`config.mk`:
```
export PLATFORM = sky130hd
export DESIGN_NAME = iddr_capture_ctrl
export DESIGN_NICKNAME = d
export VERILOG_FILES = /design/src/rtl/iddr_capture_pkg.sv /design/src/rtl/iddr_capture_align.sv /design/src/rtl/iddr_capture_ctrl.sv
export SDC_FILE = /design/constraint.sdc
export NUM_CORES = 1
export LEC_CHECK = 0
export ABC_AREA = 0
export BUFFER_PORTS_ARGS = -buffer_cell sky130_fd_sc_hd__buf_2
export CORE_MARGIN = 5
export CORE_UTILIZATION = 34
export DETAILED_ROUTE_END_ITERATION = 6
export GPL_TIMING_DRIVEN = 0
export PLACE_DENSITY = 0.58
export SLEW_MARGIN = 20
export SYNTH_ARGS = -nofsm -noshare
export SYNTH_HDL_FRONTEND = slang
export SYNTH_SLANG_ARGS = --single-unit
export TNS_END_PERCENT = 10
```
`constraint.sdc`:
```
create_clock -name C -period 2 [get_ports C]
set_input_delay 0.2 -clock C [delete_from_list [all_inputs] [get_ports C]]
set_output_delay 0.2 -clock C [all_outputs]
set_load 0.01 [all_outputs]
```
`src/rtl/iddr_capture_pkg.sv`:
```
// Shared types and constants for the IDDR capture controller.
// Optional macro IDDR_CAPTURE_BITSLIP_EN enables odd-alignment (bit-slip) locking.
package iddr_capture_pkg;

    typedef enum logic [1:0] {
        ST_IDLE   = 2'd0,
        ST_FLUSH  = 2'd1,
        ST_HUNT   = 2'd2,
        ST_LOCKED = 2'd3
    } state_t;

    localparam int unsigned FLUSH_LEN   = 2;
    localparam int unsigned FLUSH_CNT_W = $clog2(FLUSH_LEN);

endpackage

```
`src/rtl/iddr_capture_align.sv`:
```
// Two-bit-per-cycle shift window and sync-pattern compare for the IDDR capture path.
// Macro IDDR_CAPTURE_BITSLIP_EN adds the odd-aligned window and compare.
module iddr_capture_align #(
    parameter int unsigned       WORD_W   = 8,
    parameter logic [WORD_W-1:0] SYNC_PAT = WORD_W'(8'hA5)
) (
    input  logic              clk,
    input  logic              rst_n,
    input  logic              shift_en,
    input  logic              q0,
    input  logic              q1,
    output logic [WORD_W-1:0] window_next,
    output logic              even_match
`ifdef IDDR_CAPTURE_BITSLIP_EN
    ,
    output logic [WORD_W-1:0] window_odd,
    output logic              odd_match
`endif
);

    // Only the low bits of the window ever feed the next word, so only those are stored.
`ifdef IDDR_CAPTURE_BITSLIP_EN
    localparam int unsigned KEEP_W = WORD_W - 1;
`else
    localparam int unsigned KEEP_W = WORD_W - 2;
`endif

    logic [KEEP_W-1:0] window_r;

    // Next window and alignment compare.
    always_comb begin
        window_next = {window_r[WORD_W-3:0], q0, q1};
        even_match  = (window_next == SYNC_PAT);
`ifdef IDDR_CAPTURE_BITSLIP_EN
        window_odd  = {window_r[WORD_W-2:0], q0};
        odd_match   = (window_odd == SYNC_PAT);
`endif
    end

    // Window register; cleared whenever capture is not running so no stale bits match.
    always_ff @(posedge clk) begin
        if (!rst_n) begin
            window_r <= '0;
        end else if (shift_en) begin
            window_r <= window_next[KEEP_W-1:0];
        end else begin
            window_r <= '0;
        end
    end

endmodule

```
`src/rtl/iddr_capture_ctrl.sv`:
```
// IDDR capture controller: flush, hunt for sync, then assemble words with backpressure.
// Macro IDDR_CAPTURE_BITSLIP_EN enables locking on an odd (one-bit-slipped) alignment.
module iddr_capture_ctrl
    import iddr_capture_pkg::*;
#(
    parameter int unsigned       WORD_W   = 8,
    parameter logic [WORD_W-1:0] SYNC_PAT = WORD_W'(8'hA5)
) (
    input  logic              C,
    input  logic              R_N,
    input  logic              EN,
    input  logic              Q0,
    input  logic              Q1,
    output logic              DDR_CE,
    output logic              DDR_CLR,
    output logic [WORD_W-1:0] DOUT,
    output logic              DVALID,
    input  logic              DREADY,
    output logic              LOCKED,
    output logic              OVF
);

    localparam int unsigned             PHASE_W    = $clog2(WORD_W / 2);
    localparam logic [PHASE_W-1:0]      PHASE_LAST = PHASE_W'(WORD_W / 2 - 1);
    localparam logic [FLUSH_CNT_W-1:0]  FLUSH_LAST = FLUSH_CNT_W'(FLUSH_LEN - 1);

    state_t                   state_r;
    state_t                   state_next_s;
    logic [FLUSH_CNT_W-1:0]   flush_cnt_r;
    logic [PHASE_W-1:0]       phase_r;
    logic [WORD_W-1:0]        dout_r;
    logic                     dvalid_r;
    logic                     ovf_r;
    logic                     ddr_ce_r;
    logic                     ddr_clr_r;
    logic                     locked_r;
    logic                     shift_en_s;
    logic                     lock_s;
    logic                     word_done_s;
    logic [WORD_W-1:0]        word_s;
    logic [WORD_W-1:0]        window_next_s;
    logic                     even_match_s;
`ifdef IDDR_CAPTURE_BITSLIP_EN
    logic [WORD_W-1:0]        window_odd_s;
    logic                     odd_match_s;
    logic                     slip_r;
`endif

    assign shift_en_s = EN && ((state_r == ST_HUNT) || (state_r == ST_LOCKED));

    iddr_capture_align #(
        .WORD_W   (WORD_W),
        .SYNC_PAT (SYNC_PAT)
    ) u_align (
        .clk         (C),
        .rst_n       (R_N),
        .shift_en    (shift_en_s),
        .q0          (Q0),
        .q1          (Q1),
        .window_next (window_next_s),
        .even_match  (even_match_s)
`ifdef IDDR_CAPTURE_BITSLIP_EN
        ,
        .window_odd  (window_odd_s),
        .odd_match   (odd_match_s)
`endif
    );

    // Next-state, lock detect and word-completion decode.
    always_comb begin
        state_next_s = state_r;
        word_s       = window_next_s;
        word_done_s  = 1'b0;
`ifdef IDDR_CAPTURE_BITSLIP_EN
        lock_s = even_match_s | odd_match_s;
        if (slip_r) begin
            word_s = window_odd_s;
        end else begin
            word_s = window_next_s;
        end
`else
        lock_s = even_match_s;
`endif
        if (EN && (state_r == ST_LOCKED) && (phase_r == PHASE_LAST)) begin
            word_done_s = 1'b1;
        end else begin
            word_done_s = 1'b0;
        end
        case (state_r)
            ST_IDLE: begin
                if (EN) state_next_s = ST_FLUSH;
                else    state_next_s = ST_IDLE;
            end
            ST_FLUSH: begin
                if (!EN)                            state_next_s = ST_IDLE;
                else if (flush_cnt_r == FLUSH_LAST) state_next_s = ST_HUNT;
                else                                state_next_s = ST_FLUSH;
            end
            ST_HUNT: begin
                if (!EN)        state_next_s = ST_IDLE;
                else if (lock_s) state_next_s = ST_LOCKED;
                else             state_next_s = ST_HUNT;
            end
            ST_LOCKED: begin
                if (!EN) state_next_s = ST_IDLE;
                else     state_next_s = ST_LOCKED;
            end
            default: state_next_s = ST_IDLE;
        endcase
    end

    // State, counters and registered control outputs decoded from the next state.
    always_ff @(posedge C) begin
        if (!R_N) begin
            state_r     <= ST_IDLE;
            flush_cnt_r <= '0;
            phase_r     <= '0;
            ddr_ce_r    <= 1'b0;
            ddr_clr_r   <= 1'b0;
            locked_r    <= 1'b0;
        end else begin
            state_r   <= state_next_s;
            ddr_ce_r  <= (state_next_s == ST_HUNT) || (state_next_s == ST_LOCKED);
            ddr_clr_r <= (state_next_s == ST_FLUSH);
            locked_r  <= (state_next_s == ST_LOCKED);
            if (EN && (state_r == ST_FLUSH)) begin
                flush_cnt_r <= flush_cnt_r + 1'b1;
            end else begin
                flush_cnt_r <= '0;
            end
            // Phase is zero on entry to LOCKED because HUNT holds it at zero.
            if (EN && (state_r == ST_LOCKED)) begin
                phase_r <= (phase_r == PHASE_LAST) ? '0 : phase_r + 1'b1;
            end else begin
                phase_r <= '0;
            end
        end
    end

`ifdef IDDR_CAPTURE_BITSLIP_EN
    // Slip flag: set only when the odd alignment alone produced the lock.
    always_ff @(posedge C) begin
        if (!R_N) begin
            slip_r <= 1'b0;
        end else if (EN && (state_r == ST_HUNT)) begin
            slip_r <= odd_match_s & ~even_match_s;
        end else if (!EN || (state_r != ST_LOCKED)) begin
            slip_r <= 1'b0;
        end
    end
`endif

    // Output word buffer with single-entry handshake and sticky overflow.
    always_ff @(posedge C) begin
        if (!R_N) begin
            dout_r   <= '0;
            dvalid_r <= 1'b0;
            ovf_r    <= 1'b0;
        end else if (!EN) begin
            dvalid_r <= 1'b0;
        end else begin
            if (state_r == ST_IDLE) begin
                ovf_r <= 1'b0;
            end
            if (word_done_s) begin
                if (!dvalid_r || DREADY) begin
                    dout_r   <= word_s;
                    dvalid_r <= 1'b1;
                end else begin
                    ovf_r <= 1'b1;
                end
            end else if (DREADY) begin
                dvalid_r <= 1'b0;
            end
        end
    end

    assign DDR_CE  = ddr_ce_r;
    assign DDR_CLR = ddr_clr_r;
    assign DOUT    = dout_r;
    assign DVALID  = dvalid_r;
    assign LOCKED  = locked_r;
    assign OVF     = ovf_r;

endmodule

```
==> out/qor.txt <==
Outcome: completed
Hold Path Depth: 2
Max-slew headroom: 76.7%
Critical path launch point type: register
RSZ-0062 raised after global routing: false
Total leakage power: 0.461 nW
Setup Total Neg Slack: 0 ps
Vias in the first global route: 692
Worst-path maximum fanout: 8
Final WL: 1.87 mm
Mux contribution to synthesized area: 0%
Ranking of synthesized cells by area: dfxtp_1 52%, a21boi_1 9.0%, nand3_1 4.9%
Postcts setup bufs: 0
Adder-cell share of the synthesized area: 1.37%
Grt ovf: 0
Synth cell types: 26
Post-synthesis compound-gate area fraction: 16.9%
Synth-to-Final Area Change: 17.9%
Final hold vios: 0
Final Cycle Share: 66.6%
Most common cell after layout, fill and taps aside: dfxtp_1
Post-cts resize count: 0
Setup slack after layout: 669 ps
Clk_skew: 8.50 ps
Largest family of logic cells by synthesized area: simple AND/OR/NAND/NOR gates
Design Area, Final: 1080 um^2
Mapped cell area: 916 um^2
Core region area: 2520 um^2
Drt pass-1 iters: 3
Synth top area share: 52.5%
Yosys reg bits: 24
Synth Area in XOR/XNOR: 0%
Starting Density: 36.3%
Hold slack: 114 ps
Total Power: 0.759 mW
WS Path Type: reg -> reg
Crit path required time: 2220 ps
Cell total after placement: 137
Global-route wire length before repair: 3.30 mm
Area after DPL: 1040 um^2
1st-iter DRT viols: 12
Ys Warns: 0
Setup violators final: 0
Die Area: 3830 um^2
Io pins: 19
Wire per inst: 13.2 um
CP max-delay cell: dfxtp_1
Num CTS Buffers: 3
Critical Path Max Stage Delay: 350 ps
Syn_nets: 96
Final slew viol count: 0
Worst-Margin Slew: 350 ps
Site Rows: 18
Worst Setup Slack post-DPL: 660 ps
Non-Filler Instances: 141
Critical path, cell by cell: ha_1, nand4_1, o21ai_0, a21boi_1
Post-Synth Simple-Gate Area: 23.5%
Largest area contributor in the netlist: dfxtp_1
Clock slew at reported path FFs: 130 ps
Via count: 699
Min-delay worst type: in -> reg
Initial antenna violation count: 0
Hpwl dp: 1.40 mm
Fin crit period: 1330 ps
Most frequent cells in the layout: 24 x dfxtp_1, 18 x buf_2, 11 x a21boi_1, 9 x nand3_1, 8 x o21ai_0
Port Buffers: 18
Nets@finish: 119
Hold Buf Count CTS: 0
Post-Synthesis Cells: 89
Largest net degree at the start of global routing: 14
Die X: 61.9 um
Pwr dens: 703 nW/um^2
Final core occ: 42.8%
Ant. Diodes: 0
Share of layout cells above drive strength 1: 27.9%
DRC viols: 0
Vias/cell: 4.96
F_max: 751 MHz
MaxCap Viol Count: 0
CTS tree: done
Routability cong.: 0.705
Die height: 61.9 um
CTS root buffer: clkbuf_4
Sequential area share after synthesis: 52.5%
Crit path DAT: 1550 ps
# H-tree levels: 1
Later-pin clock latency in the skew report: 310 ps
GRT Util Overall: 11.9%
Max VDD drop: 603 uV
Crit. End Element: register
CTS sink count: 24
Final ANT Viol Nets: 0
R2R cell count: 4
Clock buffer depth: 2
Syn avg cell area: 10.3 um^2
[cell type report]
cell class | count | area (um^2)
multi-input combinational | 58 | 383
tap | 30 | 37.5
clock buffer | 4 | 36.3
inverter | 1 | 3.75
timing repair buffer | 18 | 90.1
buffer | 6 | 48.8
sequential | 24 | 480
fill | 278 | 1440
[final timing paths]
check / start / to / slack (ps)
setup / recovery: phase_r[0] / DOUT[3] / 670
hold / removal: Q1 / u_align.window_r[0] / 110
setup reg to reg: phase_r[0] / DOUT[3] / 670
hold reg to reg: flush_cnt_r / flush_cnt_r / 430
[kinds of logic after synthesis]
group                    Yosys count
AND/OR/NAND/NOR                   32
flip-flops                        24
adder cells (fa/ha/maj)            1
buffers and inverters              7
AO/OA/AOI/OAI                     25
[layer usage]
layer	track usage [%]	share of wire, %	vias up
met3	3.72	5.6	2
met2	20.3	51	12
met1	14.5	43	323
met5	0	0	-
li1	-	-	362
met4	3.03	0.37	0
[synth_stat cells]
| master | number |
|---|---|
| clkbuf_1 | 2 |
| o21ai_1 | 2 |
| nor4b_1 | 1 |
| nand2_1 | 2 |
| a21boi_1 | 11 |
| buf_6 | 3 |
| and4b_2 | 1 |
| and4bb_2 | 2 |
| ha_1 | 1 |
| and4bb_1 | 1 |
| nand3_1 | 9 |
| and2_1 | 6 |
| nor2_1 | 2 |
| and3_1 | 1 |
| nand4_1 | 1 |
| and4_1 | 1 |
| o21ai_0 | 8 |
| nor2b_1 | 2 |
| dfxtp_1 | 24 |
| inv_1 | 1 |
| buf_4 | 1 |
| o31ai_1 | 1 |
| nand4_2 | 1 |
| nand2b_1 | 1 |
| a21oi_1 | 3 |
| and2_2 | 1 |
[sequential cells by signal, indices dropped and copies added (netlist names)]
register,count
state_r,2
u_align.window_r,6
DDR_CE,1
OVF,1
LOCKED,1
DOUT,8
flush_cnt_r,1
DVALID,1
phase_r,2
DDR_CLR,1
[critical path, delay by kind of cell (launching register included)]
kind,cells,cell delay (ps)
adder cells (fa/ha/maj),1,220
AND/OR/NAND/NOR,1,310
flip-flops,1,350
AO/OA/AOI/OAI,2,360
[report_power, final]
part           internal [mW]  leakage, nW  switching, mW  total (mW)
combinational         0.0131        0.246         0.0151      0.0281
clock                  0.111       0.0210          0.138       0.249
sequential             0.481        0.194        0.00101       0.482
(Power assumes the default switching activity.)
